## src/rtl/pet_if.sv

```systemverilog
// pet_if: button inputs and display/debug outputs of the pet game-logic stage
interface pet_if;
  logic btn_feed;
  logic btn_play;
  logic btn_sleep;
  logic [2:0] face;
  logic [2:0] icon;
  logic enable;
  logic [3:0] hunger;
  logic [3:0] energy;
  logic [3:0] happiness;
  modport master (output btn_feed, btn_play, btn_sleep, input face, icon, enable, hunger, energy, happiness);
  modport slave (input btn_feed, btn_play, btn_sleep, output face, icon, enable, hunger, energy, happiness);
endinterface

```

## src/rtl/pet_state_engine.sv

```systemverilog
// pet_state_engine: debounced buttons, tick timer and pet stat FSM feeding face/icon codes and a redraw request to the LCD drawer
module pet_state_engine #(
  parameter int TICK_DIV     = 25000000,
  parameter int DEBOUNCE_CYC = 250000,
  parameter int DECAY_TICKS  = 5,
  parameter int STAT_MAX     = 10,
  parameter int STARVE_TICKS = 8,
  parameter int ICON_TICKS   = 3,
  parameter int REDRAW_HOLD  = 65536
) (
  input logic clk,
  input logic reset,
  pet_if.slave io
);
  typedef enum logic [1:0] {AWAKE, SLEEPING, DEAD} state_t;
  localparam int TW = $clog2(TICK_DIV);
  localparam int DW = $clog2(DEBOUNCE_CYC + 1);
  localparam int KW = $clog2(DECAY_TICKS + 1);
  localparam int SW = $clog2(STARVE_TICKS + 1);
  localparam int IW = $clog2(ICON_TICKS + 1);
  localparam int HW = $clog2(REDRAW_HOLD + 1);
  localparam logic [3:0] SMAX = 4'(STAT_MAX);
  localparam logic [3:0] HIGH = 4'(STAT_MAX - 2);
  logic [2:0] raw, s1_q, s1_d, s2_q, s2_d, acc_q, acc_d, press, stable_end;
  logic [DW-1:0] deb_q [3];
  logic [DW-1:0] deb_d [3];
  logic [TW-1:0] tick_q, tick_d;
  logic [KW-1:0] dec_q, dec_d;
  logic [SW-1:0] starve_q, starve_d;
  logic [IW-1:0] icnt_q, icnt_d;
  logic [HW-1:0] hold_q, hold_d;
  logic [3:0] hunger_q, hunger_d, energy_q, energy_d, happy_q, happy_d;
  logic [2:0] act_q, act_d, face_q, face_d, icon_q, icon_d;
  logic first_q, first_d, tick, decay;
  state_t state_q, state_d;

  function automatic logic [3:0] sat_add(input logic [3:0] a, input logic [2:0] b);
    logic [4:0] s;
    s = {1'b0, a} + {2'b0, b};
    return s > {1'b0, SMAX} ? SMAX : s[3:0];
  endfunction

  function automatic logic [3:0] sat_sub(input logic [3:0] a, input logic [2:0] b);
    return a > {1'b0, b} ? a - {1'b0, b} : 4'd0;
  endfunction

  assign raw = {io.btn_sleep, io.btn_play, io.btn_feed};

  always_comb begin
    s1_d = raw;
    s2_d = s1_q;
    stable_end = '0;
    press = '0;
    acc_d = acc_q;
    for (int i = 0; i < 3; i++) begin
      stable_end[i] = s2_q[i] != acc_q[i] && deb_q[i] == DW'(DEBOUNCE_CYC - 1);
      deb_d[i] = (s2_q[i] == acc_q[i] || stable_end[i]) ? '0 : deb_q[i] + 1'b1;
      acc_d[i] = stable_end[i] ? s2_q[i] : acc_q[i];
      press[i] = stable_end[i] & s2_q[i];
    end
    tick = tick_q == TW'(TICK_DIV - 1);
    tick_d = tick ? '0 : tick_q + 1'b1;
    decay = tick && dec_q == KW'(DECAY_TICKS - 1);
    dec_d = decay ? '0 : tick ? dec_q + 1'b1 : dec_q;
    state_d = state_q;
    hunger_d = hunger_q;
    energy_d = energy_q;
    happy_d = happy_q;
    act_d = act_q;
    icnt_d = (tick && icnt_q != '0) ? icnt_q - 1'b1 : icnt_q;
    // decay lands first, the action then works on the decayed stats
    if (state_q == AWAKE) begin
      if (decay) begin
        hunger_d = sat_add(hunger_d, 3'd1);
        energy_d = sat_sub(energy_d, 3'd1);
        happy_d = sat_sub(happy_d, 3'd1);
      end
      if (press[2]) state_d = SLEEPING;
      else if (press[0]) begin
        hunger_d = sat_sub(hunger_d, 3'd3);
        act_d = 3'd1;
        icnt_d = IW'(ICON_TICKS);
      end else if (press[1]) begin
        happy_d = sat_add(happy_d, 3'd3);
        energy_d = sat_sub(energy_d, 3'd1);
        act_d = 3'd2;
        icnt_d = IW'(ICON_TICKS);
      end
      if (energy_d == 4'd0) state_d = SLEEPING;
    end else if (state_q == SLEEPING) begin
      if (decay) begin
        energy_d = sat_add(energy_d, 3'd2);
        hunger_d = sat_add(hunger_d, 3'd1);
      end
      if (press[2] || (decay && energy_d == SMAX)) state_d = AWAKE;
    end
    starve_d = state_q == DEAD ? starve_q : hunger_d != SMAX ? '0 : tick ? starve_q + 1'b1 : starve_q;
    if (state_q != DEAD && starve_d == SW'(STARVE_TICKS)) state_d = DEAD;
    if (state_d != AWAKE) icnt_d = '0;
    face_d = state_q == DEAD ? 3'd5 : state_q == SLEEPING ? 3'd3 : hunger_q >= HIGH ? 3'd4 :
             happy_q <= 4'd2 ? 3'd2 : happy_q >= HIGH ? 3'd0 : 3'd1;
    icon_d = state_q == DEAD ? 3'd5 : state_q == SLEEPING ? 3'd0 : icnt_q != '0 ? act_q :
             (hunger_q >= HIGH || energy_q <= 4'd2) ? 3'd4 : 3'd5;
    hold_d = (first_q || face_d != face_q || icon_d != icon_q) ? HW'(REDRAW_HOLD) :
             hold_q != '0 ? hold_q - 1'b1 : hold_q;
    first_d = 1'b0;
  end

  always_ff @(posedge clk) begin
    if (reset) begin
      s1_q <= '0;
      s2_q <= '0;
      acc_q <= '0;
      deb_q <= '{default: '0};
      tick_q <= '0;
      dec_q <= '0;
      state_q <= AWAKE;
      hunger_q <= '0;
      energy_q <= SMAX;
      happy_q <= 4'(STAT_MAX / 2);
      starve_q <= '0;
      icnt_q <= '0;
      act_q <= 3'd1;
      face_q <= 3'd1;
      icon_q <= 3'd5;
      hold_q <= '0;
      first_q <= 1'b1;
    end else begin
      s1_q <= s1_d;
      s2_q <= s2_d;
      acc_q <= acc_d;
      deb_q <= deb_d;
      tick_q <= tick_d;
      dec_q <= dec_d;
      state_q <= state_d;
      hunger_q <= hunger_d;
      energy_q <= energy_d;
      happy_q <= happy_d;
      starve_q <= starve_d;
      icnt_q <= icnt_d;
      act_q <= act_d;
      face_q <= face_d;
      icon_q <= icon_d;
      hold_q <= hold_d;
      first_q <= first_d;
    end
  end

  assign io.face = face_q;
  assign io.icon = icon_q;
  assign io.enable = hold_q != '0;
  assign io.hunger = hunger_q;
  assign io.energy = energy_q;
  assign io.happiness = happy_q;
endmodule
```

## src/flat_wrapper.sv

```systemverilog
// flat-port wrapper written by rule: the top's interface ports become plain ports
module pet_state_engine_flat 
#(
  parameter int TICK_DIV     = 25000000,
  parameter int DEBOUNCE_CYC = 250000,
  parameter int DECAY_TICKS  = 5,
  parameter int STAT_MAX     = 10,
  parameter int STARVE_TICKS = 8,
  parameter int ICON_TICKS   = 3,
  parameter int REDRAW_HOLD  = 65536
)
  (clk, reset, io_btn_feed, io_btn_play, io_btn_sleep, io_face, io_icon, io_enable, io_hunger, io_energy, io_happiness);
  pet_if io_i ();
  input logic clk;
  input logic reset;
  input wire logic [$bits(io_i.btn_feed)-1:0] io_btn_feed;
  input wire logic [$bits(io_i.btn_play)-1:0] io_btn_play;
  input wire logic [$bits(io_i.btn_sleep)-1:0] io_btn_sleep;
  output wire logic [$bits(io_i.face)-1:0] io_face;
  output wire logic [$bits(io_i.icon)-1:0] io_icon;
  output wire logic [$bits(io_i.enable)-1:0] io_enable;
  output wire logic [$bits(io_i.hunger)-1:0] io_hunger;
  output wire logic [$bits(io_i.energy)-1:0] io_energy;
  output wire logic [$bits(io_i.happiness)-1:0] io_happiness;
  assign io_i.btn_feed = io_btn_feed;
  assign io_i.btn_play = io_btn_play;
  assign io_i.btn_sleep = io_btn_sleep;
  assign io_face = io_i.face;
  assign io_icon = io_i.icon;
  assign io_enable = io_i.enable;
  assign io_hunger = io_i.hunger;
  assign io_energy = io_i.energy;
  assign io_happiness = io_i.happiness;
  pet_state_engine #(.TICK_DIV(TICK_DIV), .DEBOUNCE_CYC(DEBOUNCE_CYC), .DECAY_TICKS(DECAY_TICKS), .STAT_MAX(STAT_MAX), .STARVE_TICKS(STARVE_TICKS), .ICON_TICKS(ICON_TICKS), .REDRAW_HOLD(REDRAW_HOLD)) u_core (.clk(clk), .reset(reset), .io(io_i));
endmodule
```

## config.mk

```make
export PLATFORM = sky130hd
export DESIGN_NAME = pet_state_engine_flat
export DESIGN_NICKNAME = d
export VERILOG_FILES = /design/src/rtl/pet_if.sv /design/src/rtl/pet_state_engine.sv /design/src/flat_wrapper.sv
export SDC_FILE = /design/constraint.sdc
export NUM_CORES = 1
export LEC_CHECK = 0
export CAP_MARGIN = 5
export CORE_ASPECT_RATIO = 0.5
export CORE_MARGIN = 2
export CORE_UTILIZATION = 40
export DETAILED_ROUTE_END_ITERATION = 7
export DONT_BUFFER_PORTS = 1
export HOLD_SLACK_MARGIN = 0.12
export PLACE_DENSITY = 0.56
export SLEW_MARGIN = 10
export SYNTH_ARGS = -nofsm -noshare
export SYNTH_HDL_FRONTEND = slang
export SYNTH_SLANG_ARGS = --single-unit
```

## constraint.sdc

```tcl
create_clock -name clk -period 9.6 [get_ports clk]
set_input_delay 1.44 -clock clk [delete_from_list [all_inputs] [get_ports clk]]
set_output_delay 1.44 -clock clk [all_outputs]
set_load 0.02 [all_outputs]
```

==> qor.txt <==
Post-CTS Hold Fix Bufs = 0
Worst skew pair latency = 0.42 ns
Worst Path Required = 8.16 ns
PD cells = 187 mW/mm^2
Final #Nets = 898
First-pass GRT wire length = 27200 um
Slew HR = 20.1%
Initial Util = 41.1%
Top_reg_cell synth = dfxtp_1
Crit Path Max Fanout = 11
Hold Crit Class = flip-flop to flip-flop
Most frequent cells in the layout = 137 x dfxtp_1, 133 x nor2_1, 60 x nand3_1
Filler cells = 1760
Final Cell Area = 0.00799 mm^2
TritonCTS Sinks = 137
Max Freq = 234 MHz
Num ports = 24
Setup Viol. Count Final = 0
TritonCTS clock tree = done
Crit end category = primary output
Pins Over Slew Limit = 0
R2R setup slack = 6.01 ns
Number of buffers created by CTS = 17
Final ANT Viol Nets = 0
Vias in the first global route = 5555
Critical Path AT = 2.82 ns
Crit path largest cell delay = 0.60 ns
Final Wtd Congestion = 0.834
VDD IR max = 0.000154 V
CP max-delay cell = or4_1
Area growth, synth to finish = 11.4%
Top cell type's share of synthesized area = 38.3%
Post-CTS Resized = 0
CP delay by family, top = simple AND/OR/NAND/NOR gates
Status = complete, no violations
Drt first pass iters = 5
Largest net degree at the start of global routing = 51
Routed wire length = 15800 um
Drt wl/cell = 14.1 um
Synth Warn # = 0
Most common cell after layout, fill and taps aside = dfxtp_1
Reg area = 0.00274 mm^2
Vias = 5876
RSZ-0062 raised after global routing = false
Root Driver = clkbuf_16
Final setup skew = 0.0104 ns
Die width = 193 um
Ys async rst share = 0%
Die Area = 0.0191 mm^2
Post-synthesis cell type count = 65
Die height = 98.7 um
Worst Path Buf+Inv = 1
Antenna cell count = 0
DPL Wire Length = 11200 um
Period Utilization, post-route = 44.4%
Critical path launch point type = flip-flop
Syn nets = 902
Clock-pin slew on the worst setup and hold paths = 0.06 ns
Crit path time final = 4.26 ns
Layout cell share with drive strength beyond 1 = 6.47%
Synth Register Bits = 137
Setup Crit Path Kind = flip-flop to primary output
Syn Std Cell Area = 0.00717 mm^2
IO buf count = 0
R2R cell count = 12
Synth area leader = dfxtp_1
Post-CTS Setup Inserts = 0
TNS Setup = 0 ns
Final Hold Viols = 0
Leak = 2.83 nW
DRC = 0
Critical R2R Launch = u_core.tick_q[9]
Final Worst Setup Slack = 5.34 ns
H-tree levels = 4
Multi-input combinational cell area = 0.00420 mm^2
Count of flip-flops with a built-in enable after synthesis = 0
Max Root-Sink Buffers = 2
Synth top area cells = dfxtp_1 38%, nor2_1 7.0%, xnor2_1 5.9%
Register area share after synthesis = 38.3%
Synth Instances = 872
Vias per cell = 5.27
Worst-margin pin slew = 1.19 ns
Synth Area per Inst = 8.22 um^2
Core area = 0.0174 mm^2
Antenna violations before repair = 0
Crit Reg-Reg Endpoint = u_core.starve_q[2]
GRT Util Overall = 17.3%
Area after DPL = 0.00739 mm^2
Initial DRC count = 337
Post-Place Setup Slack = 5.78 ns
Worst Hold End = u_core.s2_q[1]
Max-cap violations = 0
Critical path, cell by cell = or4_1, nor4_1, or3b_1, or3_1, nor2_1, inv_1
Hold path startpoint = u_core.s1_q[1]
Worst hold path cell count = 1
Row count = 34
GRT overflow = 0
## cells in the mapped netlist (23+ instances only)
library cell / count
dfxtp_1: 137
nor2_1: 133
nand3_1: 60
nand2_1: 56
xnor2_1: 48
a21oi_1: 44
xor2_1: 36
inv_1: 33
and3_1: 30
nor3_1: 30
o21ai_0: 30
ha_1: 25
clkbuf_1: 23
## how the worst max path moves through the flow
stage,to,depth (start not counted),startpoint,slack [ns]
4_1_cts,io_enable,6,u_core.hold_q[6],5.31
6_report,io_enable,6,u_core.hold_q[6],5.34
2_1_floorplan,io_enable,7,u_core.hold_q[6],5.86
3_3_place_gp,io_enable,6,u_core.hold_q[6],5.80
3_5_place_dp,io_enable,6,u_core.hold_q[6],5.78
5_1_grt,io_enable,6,u_core.hold_q[6],5.07
## per-layer routing
layer	global-route usage, %	part of all wire [%]
met1	23.9	53
met2	26.6	41
met3	4.72	4.7
met4	4.87	1.3
met5	0	0
## state kept, by name, summed over array words and instances (netlist names), 4 cells and up
name	cells
u_core.io.energy	4
u_core.deb_q	54
u_core.hold_q	17
u_core.io.hunger	4
u_core.starve_q	4
u_core.tick_q	25
u_core.io.happiness	4
## final cells by class
class                   instances  share of cell area, %
flip-flops and latches        137                   34.3
inverters                      33                   1.55
clock inverters                13                   2.11
multi-input cells             675                   52.5
well taps                     234                   3.66
repair buffers                  4                  0.376
clock buffers                  19                   5.42
## stage by stage
stage / instances / utilization, % / hold WS (ns) / power [mW]
floorplan: 872 / - / 0.413 / 0.802
global placement: 1083 / 42.4 / 0.415 / 0.835
detailed placement: 1083 / 42.4 / 0.423 / 0.833
CTS: 1115 / 45.8 / 0.437 / 1.51
global route: 1115 / 45.8 / 0.467 / 1.57
finish: 1115 / 45.8 / 0.434 / 1.49
## power breakdown
group | leakage, nW | internal (mW) | total [mW] | switching (mW)
Clock | 0.281 | 0.411 | 0.672 | 0.260
Combinational | 1.44 | 0.0902 | 0.209 | 0.119
Sequential | 1.11 | 0.592 | 0.612 | 0.0199
Total | 2.83 | 1.09 | 1.49 | 0.399
## logic make-up after synthesis
group / synth area share, %
compound gates: 10.8
xor+xnor: 10.3
fa+ha+maj: 4.64
buf+inv: 3.19
flops: 38.3
mux: 2.36
simple gates: 30.5
(Power assumes the default switching activity.)
